$ cat src/rtl/trail_write_arbiter.sv
// Frame-buffer SRAM write-port arbiter: the clear engine has fixed priority, blue and red
// alternate round-robin, and each write is a fixed-length strobe followed by one recovery cycle.
module trail_write_arbiter #(
    parameter int unsigned ADDR_W       = 20,
    parameter int unsigned DATA_W       = 16,
    parameter int unsigned WRITE_CYCLES = 2
) (
    input  logic              Clk,
    input  logic              Reset,
    input  logic              allow,

    input  logic              clr_valid,
    input  logic [ADDR_W-1:0] clr_addr,
    input  logic [DATA_W-1:0] clr_data,
    output logic              clr_ready,

    input  logic              blu_valid,
    input  logic [ADDR_W-1:0] blu_addr,
    input  logic [DATA_W-1:0] blu_data,
    output logic              blu_ready,

    input  logic              red_valid,
    input  logic [ADDR_W-1:0] red_addr,
    input  logic [DATA_W-1:0] red_data,
    output logic              red_ready,

    output logic [ADDR_W-1:0] sram_addr,
    output logic [DATA_W-1:0] sram_data,
    output logic              sram_we,
    output logic              busy,
    output logic [1:0]        last_grant
);

    localparam int unsigned     CNT_W    = 4;
    localparam logic [CNT_W-1:0] CNT_LOAD = CNT_W'(WRITE_CYCLES - 1);

    localparam logic [1:0] GNT_NONE = 2'd0;
    localparam logic [1:0] GNT_CLR  = 2'd1;
    localparam logic [1:0] GNT_BLU  = 2'd2;
    localparam logic [1:0] GNT_RED  = 2'd3;

    typedef enum logic [1:0] {
        IDLE    = 2'd0,
        WRITE   = 2'd1,
        RECOVER = 2'd2
    } state_t;

    state_t              state, state_nxt;
    logic [CNT_W-1:0]    cnt, cnt_nxt;
    logic                rr_red_last, rr_red_last_nxt;
    logic [ADDR_W-1:0]   addr_nxt;
    logic [DATA_W-1:0]   data_nxt;
    logic                we_nxt;
    logic [1:0]          last_grant_nxt;
    logic [1:0]          sel;

    // Winner for this cycle; readies are suppressed while Reset is held
    always_comb begin
        sel = GNT_NONE;
        if (state == IDLE && allow && !Reset) begin
            if (clr_valid)
                sel = GNT_CLR;
            else if (blu_valid && red_valid)
                sel = rr_red_last ? GNT_BLU : GNT_RED;
            else if (blu_valid)
                sel = GNT_BLU;
            else if (red_valid)
                sel = GNT_RED;
        end
    end

    assign clr_ready = (sel == GNT_CLR);
    assign blu_ready = (sel == GNT_BLU);
    assign red_ready = (sel == GNT_RED);
    assign busy      = (state != IDLE);

    // Next-state and registered-output logic
    always_comb begin
        state_nxt       = state;
        cnt_nxt         = cnt;
        rr_red_last_nxt = rr_red_last;
        addr_nxt        = sram_addr;
        data_nxt        = sram_data;
        we_nxt          = sram_we;
        last_grant_nxt  = last_grant;

        unique case (state)
            IDLE: begin
                if (sel != GNT_NONE) begin
                    state_nxt      = WRITE;
                    we_nxt         = 1'b1;
                    cnt_nxt        = CNT_LOAD;
                    last_grant_nxt = sel;
                    case (sel)
                        GNT_CLR: begin
                            addr_nxt = clr_addr;
                            data_nxt = clr_data;
                        end
                        GNT_BLU: begin
                            addr_nxt        = blu_addr;
                            data_nxt        = blu_data;
                            rr_red_last_nxt = 1'b0;
                        end
                        default: begin
                            addr_nxt        = red_addr;
                            data_nxt        = red_data;
                            rr_red_last_nxt = 1'b1;
                        end
                    endcase
                end
            end
            WRITE: begin
                if (cnt != '0) begin
                    cnt_nxt = cnt - CNT_W'(1);
                end else begin
                    we_nxt    = 1'b0;
                    state_nxt = RECOVER;
                end
            end
            RECOVER: begin
                state_nxt = IDLE;
            end
            default: begin
                state_nxt = IDLE;
                we_nxt    = 1'b0;
            end
        endcase
    end

    always_ff @(posedge Clk or posedge Reset) begin
        if (Reset) begin
            state       <= IDLE;
            cnt         <= '0;
            rr_red_last <= 1'b1;
            sram_addr   <= '0;
            sram_data   <= '0;
            sram_we     <= 1'b0;
            last_grant  <= GNT_NONE;
        end else begin
            state       <= state_nxt;
            cnt         <= cnt_nxt;
            rr_red_last <= rr_red_last_nxt;
            sram_addr   <= addr_nxt;
            sram_data   <= data_nxt;
            sram_we     <= we_nxt;
            last_grant  <= last_grant_nxt;
        end
    end

endmodule

$ cat config.mk
export PLATFORM = sky130hd
export DESIGN_NAME = trail_write_arbiter
export DESIGN_NICKNAME = d
export VERILOG_FILES = /design/src/rtl/trail_write_arbiter.sv
export SDC_FILE = /design/constraint.sdc
export NUM_CORES = 1
export LEC_CHECK = 0
export ABC_AREA = 0
export BUFFER_PORTS_ARGS = -buffer_cell sky130_fd_sc_hd__clkbuf_2
export CAP_MARGIN = 10
export CORE_MARGIN = 5
export CORE_UTILIZATION = 46
export DETAILED_ROUTE_END_ITERATION = 6
export PLACE_DENSITY_LB_ADDON = 0.2
export SYNTH_ARGS = -nofsm -noshare
export SYNTH_HDL_FRONTEND = slang
export SYNTH_SLANG_ARGS = --single-unit
$ cat constraint.sdc
create_clock -name Clk -period 6.5 [get_ports Clk]
set_input_delay 1.3 -clock Clk [delete_from_list [all_inputs] [get_ports Clk]]
set_output_delay 1.3 -clock Clk [all_outputs]
set_load 0.05 [all_outputs]
Word-level counts from Yosys, hierarchy flattened
Index checks and enable logic that the tools add are counted.

cells by class
  add/subtract/negate cells = 1
  equal/unequal tests = 8
  mux-type cells = 18
  bitwise gates (word level) = 2
  reductions and logical operators = 14

operator list
  kind                 number
  $pmux 20 s2          1
  $pmux 16 s2          1
  $mux 2               7
  $reduce_and 3->1     3
  $mux 4               2
  $pmux 4 s2           1
  $eq 2x2->1 const B   3
  $reduce_bool 2->1    3
  $eq 2x1->1 const B   2
  $ne 2x2->1 const B   2
  $pmux 2 s2           1
  $reduce_and 2->1     2
  $reduce_bool 4->1    1
  $sub 4x1->4 const B  1
  $logic_and 1x1->1    3
  $mux 1               3
  $pmux 1 s3           1
  $logic_not 2->1      1
  $ne 2x1->1 const B   1
  $not 1->1            2
  $pmux 1 s2           1
  $logic_not 1->1      1

storage, ports and cells
  flip-flop bits (word level) = 46
  word-level logic and storage cells = 50

Logic depth before layout (Yosys ltp)
Gate-level depths: netlist of the first run.

  depth in word-level cells = 8
  gate-level depth with buffers = 9

Worst setup path before layout of the first run
OpenSTA, ideal clock, no wires.

  path kind = input to output
  from = in Reset
  to = out blu_ready
  data arrival time = 2717 ps
  data required time = 5200 ps
  slack = 2483 ps
  stages on the path = 4
  buffers on the path = 0
  cells stage by stage = or4b_1 -> or3_4 -> inv_1 -> ha_1

between the ends
  word-level cells in the longest chain between the ends = 4

ends and longest elaborated chain
  what                       RTL line  text
  from (decl)                9         input logic Reset,
  $logic_not 1->1 (no line)  n/a
  $logic_and 1x1->1          60        if (state == IDLE && allow && !Reset) begin
  $mux 2                     60
  via sel[1]                 55        logic [1:0] sel;
  $eq 2x2->1                 73        assign blu_ready = (sel == GNT_BLU);
  to (decl)                  20        output logic blu_ready,

The timed path passes the listed nets, and every way through them passes these cells.

Worst setup path in the final report of the first run
Same ends and word-level chain as after synthesis.

==> flow_metrics.py, run 1 <==
metrics = {
    "worst_setup_path": {
        "crit_fanout": 38,
        "critical_path_arrival_ns": 3.24,
        "path_class": "input port to output pin",
        "worstPathRequired_ns": 5.20,
        "cp-end-kind": "output pin",
        "reg2reg_depth": 6,
        "setup.worst_path.start_class": "input port",
    },
    "final_layout": {
        "drive_above_1_share_pct": 43.17,
        "syn2layout_area_growth_pct": 40.00,
        "nets": 529,
        "diodes": 0,
        "nFillCells": 455,
    },
    "detailed_routing": {
        "wl_per_cell_um": 16.31,
        "wl_met1_mm": 3.134,
        "drt_pass1_iterations": 4,
        "top_layer": "met4",
        "drc": 0,
        "detail-route-antenna-nets": 0,
        "drt-initial-drc-count": 101,
        "wl_mm": 7.831,
        "routed_via_density": 5.496,
        "wl_met2_mm": 3.954,
        "vias": 2638,
        "wl_met3_um": 625,
    },
    "grt": {
        "track_usage_pct": 23.22,
        "antenna_found_initial": 0,
        "grt_pass1_wl_mm": 12.05,
        "overflow": 0,
        "grt_start_max_net_pins": 47,
        "grt_pass1_vias": 2630,
    },
    "clock_tree": {
        "post_cts_buffers": 0,
        "clk_pin_slew_worst_paths_ns": 0.09,
        "cts_buffer_depth": 2,
        "htree_levels": 2,
        "cts_buffers": 5,
        "holdBufCountCts": 0,
        "clockRootBuffer": "clkbuf_8",
        "insertion_delay_ns": 0.30,
        "clock_sinks": 46,
        "post_cts_resized": 0,
        "cts_tree": "yes",
    },
    "power": {
        "p_per_area_nw_per_um2": 484.0,
        "vdd_ir_drop_max_v": 0.0002448,
        "p_leak_nw": 1.791,
        "fin_total_pwr_mw": 1.636,
    },
    "logic_synthesis": {
        "synth.area.mux_share_pct": 0.4663,
        "synth-warning-count": 0,
        "ys_seq_area_share_pct": 47.72,
        "synth_area_um2": 2415,
        "ys_seq_elements": 46,
        "netlist.area_leader.share_pct": 46.63,
        "synth_xor_area_share_pct": 0,
        "synth_top_family_by_area": "compound AO/OA/AOI/OAI gates",
        "netlist_instances": 266,
        "synth_area_leaders": "dfrtp_1 (47%), a221oi_1 (13%), o21ai_0 (12%)",
        "syn_nets": 386,
        "synthAdderAreaFrac_pct": 3.109,
        "yosysTopAreaCell": "dfrtp_1",
        "synth-compound-area-share_pct": 31.66,
        "syn_avg_cell_area_um2": 9.078,
        "yosys.area_share.simple_pct": 11.81,
        "synth.distinct_cells": 35,
    },
    "sta": {
        "finalSetupTns_ns": 0,
        "finalSetupViolCount": 0,
        "fin_crit_sh_pct": 69.85,
        "tightest_slew_ns": 0.9841,
        "finalHoldViolCount": 0,
        "fmax_mhz": 220.2,
        "slew_viol_final": 0,
        "grt_setup_unrepaired": "no",
        "period_needed_ns": 4.541,
        "relSlewSlack_pct": 33.99,
        "fin_worst_skew_ns": 0.006736,
    },
    "floorplanning": {
        "start_util_pct": 47.28,
        "rows": 26,
        "ios": 157,
        "die_area_um2": 6799,
        "die_h_um": 82.46,
        "dieWidth_um": 82.46,
        "coreArea_um2": 5107,
    },
    "placement": {
        "port_buffers": 156,
        "place_congestion": 0.7863,
        "place_hpwl_mm": 5.562,
    },
    "hold_path": {
        "hp-class": "flip-flop to flip-flop",
        "hold_depth": 2,
    },
    "flow_run": {
        "max_cap_viol_count": 0,
    },
    "status": {
        "status": "finished clean",
    },
}
[cells by family after synthesis]
| family | count (synthesis) |
|---|---|
| adder cells (fa/ha/maj) | 6 |
| buffers and inverters | 33 |
| multiplexers | 1 |
| flip-flops | 46 |
| AO/OA/AOI/OAI | 120 |
| AND/OR/NAND/NOR | 60 |
[worst max-delay path, cell delays in order]
cell      delay, ns
clkbuf_2       0.09
or4b_1         0.49
or3_4          0.42
inv_1          0.09
ha_1           0.14
buf_4          0.35
clkbuf_2       0.35
[path summary, 6_finish.rpt]
path                               startpoint       endpoint  slack (ns)
worst max-delay path                    Reset      blu_ready        1.96
worst min-delay path            sram_data[11]  sram_data[11]        0.48
worst max register to register       state[0]  sram_addr[18]        3.02
worst min register to register  sram_data[11]  sram_data[11]        0.48
max in group asynchronous               Reset  sram_addr[14]        4.71
min in group asynchronous               Reset   sram_addr[2]        1.20
[final cells by class]
cell class / instances / area (um2) / share of cell area [%]
well taps: 70 / 87.58 / 2.591
inverters: 8 / 30.03 / 0.8882
flip-flops and latches: 46 / 1152 / 34.09
clock inverters: 2 / 60.06 / 1.776
clock buffers: 6 / 82.58 / 2.443
multi-input cells: 187 / 1142 / 33.79
repair buffers: 161 / 825.8 / 24.43
[registers in the layout, indices dropped and copies added, names as in the netlist]
| signal | flops |
|---|---|
| sram_addr | 20 |
| sram_data | 16 |
| last_grant | 2 |
| sram_we | 1 |
| rr_red_last | 1 |
| state | 2 |
| cnt | 4 |
[synth_stat cells, drive strengths merged]
master / n
or2: 1
nor3: 4
a21o: 1
mux2: 1
and3: 2
a21boi: 1
o311ai: 1
a221oi: 36
a21oi: 2
nand2b: 1
nand2: 41
clkbuf: 22
buf: 3
nor3b: 1
inv: 7
nor2: 3
o21ai: 74
a211oi: 1
clkinv: 1
nor4b: 1
or3: 2
a22o: 1
or4b: 1
nor4: 2
a211o: 2
ha: 6
and3b: 1
o21bai: 1
dfstp: 1
dfrtp: 45
[cell usage in the layout, fill, tap and decap left out, drive strengths merged]
master,n
bufinv,2
a22o,1
a21boi,1
nand2,41
a21oi,2
nor2,3
a211o,2
a221oi,36
dfrtp,45
nand2b,1
nor3b,1
o21ai,74
or2,1
buf,5
and3b,1
nor4,2
nor4b,1
inv,7
clkbuf,162
ha,6
o311ai,1
a21o,1
o21bai,1
clkinv,1
and3,2
or3,2
or4b,1
a211oi,1
nor3,4
dfstp,1
mux2,1
[routing by layer]
| layer | track usage (%) | vias up |
|---|---|---|
| li1 | - | 1275 |
| met1 | 27.15 | 1234 |
| met2 | 40.87 | 118 |
| met3 | 6.833 | 11 |
| met4 | 6.977 | 0 |
| met5 | 0 | - |
[where the power goes]
part | internal [mW] | switching (mW)
Combinational | 0.225 | 0.644
Clock | 0.164 | 0.101
Sequential | 0.413 | 0.0889
Total | 0.802 | 0.834
[metrics by stage]
step	cell area (um2)	hold WS, ns	cells	utilization [%]	setup WS, ns
finish	3381	0.4846	480	66.19	1.959
CTS	3366	0.4923	479	65.90	1.938
floorplan	2415	0.4798	266	-	2.483
global route	3381	0.5175	480	66.19	1.880
detailed placement	3223	0.4715	471	63.11	1.939
global placement	3223	0.4615	471	63.11	1.991
Note: power is estimated with default switching activity, not from simulation.
==> inputs of run 2 (changes only) <==
--- a/config.mk
+++ b/config.mk
@@ -5,11 +5,11 @@
 export SDC_FILE = /design/constraint.sdc
 export NUM_CORES = 1
 export LEC_CHECK = 0
-export ABC_AREA = 0
+export ABC_AREA = 1
 export BUFFER_PORTS_ARGS = -buffer_cell sky130_fd_sc_hd__clkbuf_2
 export CAP_MARGIN = 10
 export CORE_MARGIN = 5
-export CORE_UTILIZATION = 46
+export CORE_UTILIZATION = 43
 export DETAILED_ROUTE_END_ITERATION = 6
 export PLACE_DENSITY_LB_ADDON = 0.2
 export SYNTH_ARGS = -nofsm -noshare
==> constraint.sdc (replaced) <==
create_clock -name Clk -period 4.2 [get_ports Clk]
set_input_delay 0.84 -clock Clk [delete_from_list [all_inputs] [get_ports Clk]]
set_output_delay 0.84 -clock Clk [all_outputs]
set_load 0.05 [all_outputs]
==> run 2 against run 1 <==
Sequential share of layout area decreased by 1.0 points. First-iteration DRC count grew 4.0%. Die area rose by 12%. Register-to-register slack lost 1.3 ns. Via count is 5.6% higher.
==> flow_metrics.py, run 2 <==
metrics = {
    "detailed_routing": {
        "top_layer": "met4",
        "wl_met1_mm": 3.217,
        "wl_per_cell_um": 13.59,
        "drt_pass1_iterations": 6,
        "wl_mm": 7.666,
        "vias": 2786,
        "detail-route-antenna-nets": 0,
        "wl_met3_um": 614,
        "routed_via_density": 4.940,
        "drt-initial-drc-count": 105,
        "wl_met2_mm": 3.706,
        "drc": 0,
    },
    "sta": {
        "grt_setup_unrepaired": "no",
        "tightest_slew_ns": 0.6379,
        "finalSetupViolCount": 0,
        "finalSetupTns_ns": 0,
        "fmax_mhz": 376.2,
        "finalHoldViolCount": 0,
        "relSlewSlack_pct": 57.47,
        "fin_worst_skew_ns": 0.007326,
        "fin_crit_sh_pct": 63.30,
        "slew_viol_final": 0,
        "period_needed_ns": 2.659,
    },
    "floorplanning": {
        "rows": 28,
        "coreArea_um2": 5886,
        "ios": 157,
        "start_util_pct": 43.79,
        "die_h_um": 87.42,
        "die_area_um2": 7642,
        "dieWidth_um": 87.42,
    },
    "final_layout": {
        "diodes": 0,
        "final_util_pct": 59.25,
        "syn2layout_area_growth_pct": 35.29,
        "final_cell_mix": "nand2_1 (155), clkbuf_2 (154), dfrtp_1 (45), nand3_1 (39), o211ai_1 (36)",
        "drive_above_1_share_pct": 35.79,
        "largest_register_ffs": 20,
        "largest-register": "sram_addr",
        "layout_commonest_cell": "nand2_1",
        "nets": 608,
        "top_regs": "sram_addr (20), sram_data (16), cnt (4)",
    },
    "grt": {
        "antenna_found_initial": 0,
        "grt_pass1_vias": 2733,
        "grt_start_max_net_pins": 47,
        "grt_pass1_wl_mm": 12.09,
        "overflow": 0,
        "track_usage_pct": 20.02,
    },
    "worst_setup_path": {
        "path_class": "input port to output pin",
        "crit_fanout": 4,
        "setup.worst_path.start_class": "input port",
        "cp.buffers_inverters": 5,
        "worst-path-stages": 8,
        "path_delay_family": "buffers and inverters",
        "worstPathRequired_ns": 3.36,
        "critical_path_arrival_ns": 1.82,
        "cp_slowest_cell": "clkbuf_2",
        "cp-end-kind": "output pin",
        "reg2reg_depth": 9,
        "cpPeakStageDelay_ns": 0.28,
        "crit_chain": "clkbuf_2, inv_2, nand3_1, inv_1, nand2_1, inv_1, ha_1, clkbuf_2",
    },
    "clock_tree": {
        "htree_levels": 2,
        "clockRootBuffer": "clkbuf_8",
        "post_cts_buffers": 0,
        "cts_buffer_depth": 2,
        "cts_buffers": 5,
        "post_cts_resized": 0,
        "holdBufCountCts": 0,
        "clk_pin_slew_worst_paths_ns": 0.08,
        "cts_tree": "yes",
        "insertion_delay_ns": 0.29,
        "clock_sinks": 46,
    },
    "logic_synthesis": {
        "synthArstFlopShare_pct": 100.0,
        "ys_seq_area_share_pct": 44.71,
        "synth_common_cells": "nand2_1 (155), dfrtp_1 (45), nand3_1 (39)",
        "synth_edf_count": 0,
        "yosysTopAreaCell": "dfrtp_1",
        "synth.distinct_cells": 20,
        "syn_nets": 463,
        "synth-warning-count": 0,
        "synth_area_leaders": "dfrtp_1 (44%), nand2_1 (23%), o211ai_1 (10%)",
        "syn_avg_cell_area_um2": 7.514,
        "ys.flop_type": "dfrtp_1",
        "ys_seq_elements": 46,
        "netlist_instances": 343,
        "synth_area_um2": 2577,
        "netlist.area_leader.share_pct": 43.69,
        "synth.most_common_cell": "nand2_1",
    },
    "status": {
        "status": "finished clean",
    },
    "power": {
        "p_leak_nw": 1.894,
        "p_per_area_nw_per_um2": 697.6,
        "vdd_ir_drop_max_v": 0.0003661,
    },
    "placement": {
        "place_congestion": 0.7799,
        "place_hpwl_mm": 5.668,
        "port_buffers": 156,
    },
    "hold_path": {
        "hold_depth": 2,
        "hp-class": "flip-flop to flip-flop",
    },
    "flow_run": {
        "max_cap_viol_count": 0,
    },
}
==> run 2: changes by cell type in the layout (fill, tap and decap cells not counted), moves of 3 or more <==
cell      change
o21ai_1      -16
nor3_1        -3
nand3_1      +39
o21ai_0      -51
nand2_1     +114
a221oi_1     -36
inv_1         +4
nor2_1        +9
o211ai_1     +36
==> run 2: worst paths after layout <==
check	start	end	slack, ns
max	Reset	red_ready	1.54
min	sram_data[0]	sram_data[0]	0.49
max reg2reg	state[1]	sram_addr[4]	1.74
min reg2reg	sram_data[0]	sram_data[0]	0.49
max in group asynchronous	Reset	sram_we	3.08
min in group asynchronous	Reset	sram_addr[0]	0.73
==> run 2: kinds of logic after synthesis <==
family	count (synthesis)	synth area share, %
AOI/OAI and AO/OA	45	12.43
and+or+nand+nor	210	32.86
DFF	46	44.71
xor gates and xnor gates	1	0.3399
buffers and inverters	35	6.748
adders and majority gates	6	2.913
==> run 2: layout make-up <==
| type | instances | area, um2 |
|---|---|---|
| Multi-Input combinational cell | 262 | 1254 |
| Clock inverter | 1 | 5.005 |
| Sequential cell | 46 | 1152 |
| Tap cell | 75 | 93.84 |
| Timing Repair Buffer | 161 | 848.3 |
| Inverter | 12 | 47.55 |
| Fill cell | 570 | 2399 |
| Clock buffer | 7 | 86.33 |
==> run 2: metal layers <==
layer / track usage (%) / vias up
met5: 0 / -
met4: 5.858 / 0
met3: 5.676 / 11
met2: 34.79 / 97
met1: 23.95 / 1266
li1: - / 1412
==> run 2: per-stage QoR <==
step / instance area, um2 / worst slack (ns) / power, mW / hold slack [ns] / instances
after floorplan: 2577 / 0.6536 / 1.822 / 0.4602 / 343
after global placement: 3396 / 1.346 / 2.153 / 0.4624 / 556
final: 3487 / 1.541 / 2.433 / 0.4852 / 564
after global routing: 3487 / 1.410 / 2.600 / 0.5165 / 564
after detailed placement: 3396 / 1.301 / 2.175 / 0.4642 / 556
after CTS: 3487 / 1.534 / 2.454 / 0.4858 / 564
==> run 2: report_power, final <==
group	internal (mW)	switching [mW]
sequential	0.641	0.113
combinational	0.344	1.06
clock	0.133	0.142
total	1.12	1.32
==> run 2: worst reg2reg max path: cells and delay by family (launching register included) <==
family,cells,cell delay [ns]
simple gates,5,0.60
flops,1,0.39
fa+ha+maj,1,0.77
buf+inv,2,0.50
compound gates,1,0.10
==> inputs of run 3 (changes only) <==
--- a/config.mk
+++ b/config.mk
@@ -5,11 +5,11 @@
 export SDC_FILE = /design/constraint.sdc
 export NUM_CORES = 1
 export LEC_CHECK = 0
-export ABC_AREA = 1
+export ABC_AREA = 0
 export BUFFER_PORTS_ARGS = -buffer_cell sky130_fd_sc_hd__clkbuf_2
 export CAP_MARGIN = 10
 export CORE_MARGIN = 5
-export CORE_UTILIZATION = 43
+export CORE_UTILIZATION = 38
 export DETAILED_ROUTE_END_ITERATION = 6
 export PLACE_DENSITY_LB_ADDON = 0.2
 export SYNTH_ARGS = -nofsm -noshare
==> constraint.sdc (replaced) <==
create_clock -name Clk -period 2.2 [get_ports Clk]
set_input_delay 0.44 -clock Clk [delete_from_list [all_inputs] [get_ports Clk]]
set_output_delay 0.44 -clock Clk [all_outputs]
set_load 0.05 [all_outputs]
==> run 3 against run 2 <==
The run now ends with setup timing left. Setup slack got worse by 1.9 ns. Clock power grew 120%. Sequential power is 96% higher. Global-route usage grew 2.1 points. Flip-flop and latch count stayed put. Combinational power is 140% higher. Highest routed layer unchanged. Utilization up 10 points. Critical path depth down 3. Final cell count down 8.3%.
==> flow_metrics.py, run 3 (synthesized netlist as in run 1, its figures left out) <==
metrics = {
    "grt": {
        "grt_pass1_vias": 2971,
        "grt_pass1_wl_mm": 14.79,
        "overflow": 0,
        "antenna_found_initial": 0,
        "track_usage_pct": 22.12,
        "grt_start_max_net_pins": 37,
    },
    "power": {
        "p_leak_nw": 2.164,
        "pwr-share-seq_pct": 26.8,
        "p_int_mw": 2.689,
        "combPwrFrac_pct": 62.0,
        "fin_total_pwr_mw": 5.514,
        "switching_share_pct": 51.24,
        "p_per_area_nw_per_um2": 1259,
        "vdd_ir_drop_max_v": 0.0008698,
        "pwr-share-clk_pct": 11.2,
        "p_switching_mw": 2.825,
    },
    "sta": {
        "period_needed_ns": 2.523,
        "finalSetupTns_ns": -10.68,
        "finalHoldViolCount": 0,
        "tightest_slew_ns": 0.6088,
        "fmax_mhz": 396.3,
        "setup_ws_ns": -0.3231,
        "fin_worst_skew_ns": 0.007484,
        "slew_viol_final": 0,
        "relSlewSlack_pct": 59.23,
        "grt_setup_unrepaired": "yes",
        "finalSetupViolCount": 47,
        "fin_crit_sh_pct": 114.7,
        "whs_ns": 0.2822,
    },
    "status": {
        "status": "complete, but fails checks",
        "violations": "setup timing",
    },
    "detailed_routing": {
        "wl_mm": 9.249,
        "wl_met3_um": 614,
        "wl_per_cell_um": 17.89,
        "wl_met2_mm": 4.672,
        "routed_via_density": 5.484,
        "drt-initial-drc-count": 85,
        "vias": 2835,
        "drt_pass1_iterations": 6,
        "detail-route-antenna-nets": 0,
        "wl_met1_mm": 3.835,
        "top_layer": "met4",
        "drc": 0,
    },
    "clock_tree": {
        "clk_pin_slew_worst_paths_ns": 0.08,
        "clockRootBuffer": "clkbuf_8",
        "cts_tree": "yes",
        "cts_buffers": 5,
        "holdBufCountCts": 0,
        "insertion_delay_ns": 0.30,
        "clock_sinks": 46,
        "cts_buffer_depth": 2,
        "htree_levels": 2,
    },
    "worst_setup_path": {
        "critical_path_arrival_ns": 2.08,
        "crit_fanout": 4,
        "r2r-end": "sram_addr[14]",
        "cp-end-kind": "output pin",
        "setup.worst_path.start_class": "flip-flop",
        "reg2reg_depth": 8,
        "worstPathRequired_ns": 1.76,
        "crit-reg2reg-launch": "state[1]",
        "path_class": "flip-flop to output pin",
        "ff2ff_setup_slack_ns": -0.28,
    },
    "placement": {
        "place_area_um2": 3531,
        "port_buffers": 156,
        "dpl_worst_slack_ns": -0.3538,
        "place_hpwl_mm": 5.991,
        "place_congestion": 0.8069,
        "post-place-cells": 490,
    },
    "floorplanning": {
        "coreArea_um2": 6277,
        "start_util_pct": 38.47,
        "die_h_um": 89.72,
        "die_area_um2": 8049,
        "dieWidth_um": 89.72,
        "rows": 29,
        "ios": 157,
    },
    "final_layout": {
        "layout_commonest_cell": "clkbuf_2",
        "syn2layout_area_growth_pct": 81.30,
        "final_util_pct": 69.74,
        "drive_above_1_share_pct": 68.18,
        "final_cell_mix": "clkbuf_2 (153), dfrtp_1 (45), o21ai_2 (42), o21ai_1 (31), nand2_1 (26)",
        "fin_area_um2": 4378,
        "largest-register": "sram_addr",
        "top_regs": "sram_addr (20), sram_data (16), cnt (4)",
        "diodes": 0,
        "nets": 559,
        "largest_register_ffs": 20,
        "stdcell_count": 517,
    },
    "hold_path": {
        "hp-class": "input port to async pin",
    },
    "flow_run": {
        "max_cap_viol_count": 0,
    },
}
[run 3: cell types whose count changed in the layout (fill, tap and decap cells not counted), moves of 12 or more]
cell,change
nand2_1,-129
o21ai_2,+42
nand3_1,-39
o211ai_1,-36
o21ai_1,+31
a221oi_2,+24
a221oi_1,+12
[run 3: layer usage]
metal  track usage (%)  up-vias
met3             4.841       12
li1                  -     1356
met5                 0        -
met2             37.62      126
met1             27.70     1341
met4             7.305        0
[run 3: layout make-up]
type	count	area, um2
well taps	77	96.34
inverters	8	58.81
repair buffers	191	1336
fillers	480	1899
clock buffers	7	76.32
multi-input cells	187	1628
clock inverters	1	30.03
flip-flops and latches	46	1152
[run 3: timing repair]
action | in CTS | in global routing
cloned | 8 | 0
setup buffers | 11 | 6
resized for setup | 126 | 34
pin swaps | 49 | 26
endpoints found under the setup margin | 46 | 48
[run 3: worst max-delay path by stage]
stage / start / to / slack (ns) / cells past startpoint
floorplan: Reset / last_grant[0] / -0.22 / 8
global placement: Reset / sram_data[14] / -0.30 / 8
detailed placement: Reset / sram_addr[16] / -0.35 / 7
CTS: state[1] / blu_ready / -0.27 / 5
global route: state[1] / sram_addr[7] / -0.38 / 9
finish: state[1] / clr_ready / -0.32 / 5
[run 3: power groups by stage]
stage	logic (mW)	clock network (mW)	registers, mW
2_1_floorplan	1.03	0	2.52
3_3_place_gp	2.78	0	1.44
3_5_place_dp	2.83	0	1.45
4_1_cts	3.36	0.636	1.44
5_1_grt	3.64	0.671	1.54
6_report	3.42	0.616	1.48
[run 3: worst max-delay path, stage by stage (launching register included)]
cell	delay, ns
dfrtp_1	0.38
or4b_1	0.53
or3_4	0.45
buf_6	0.14
ha_4	0.15
buf_8	0.14
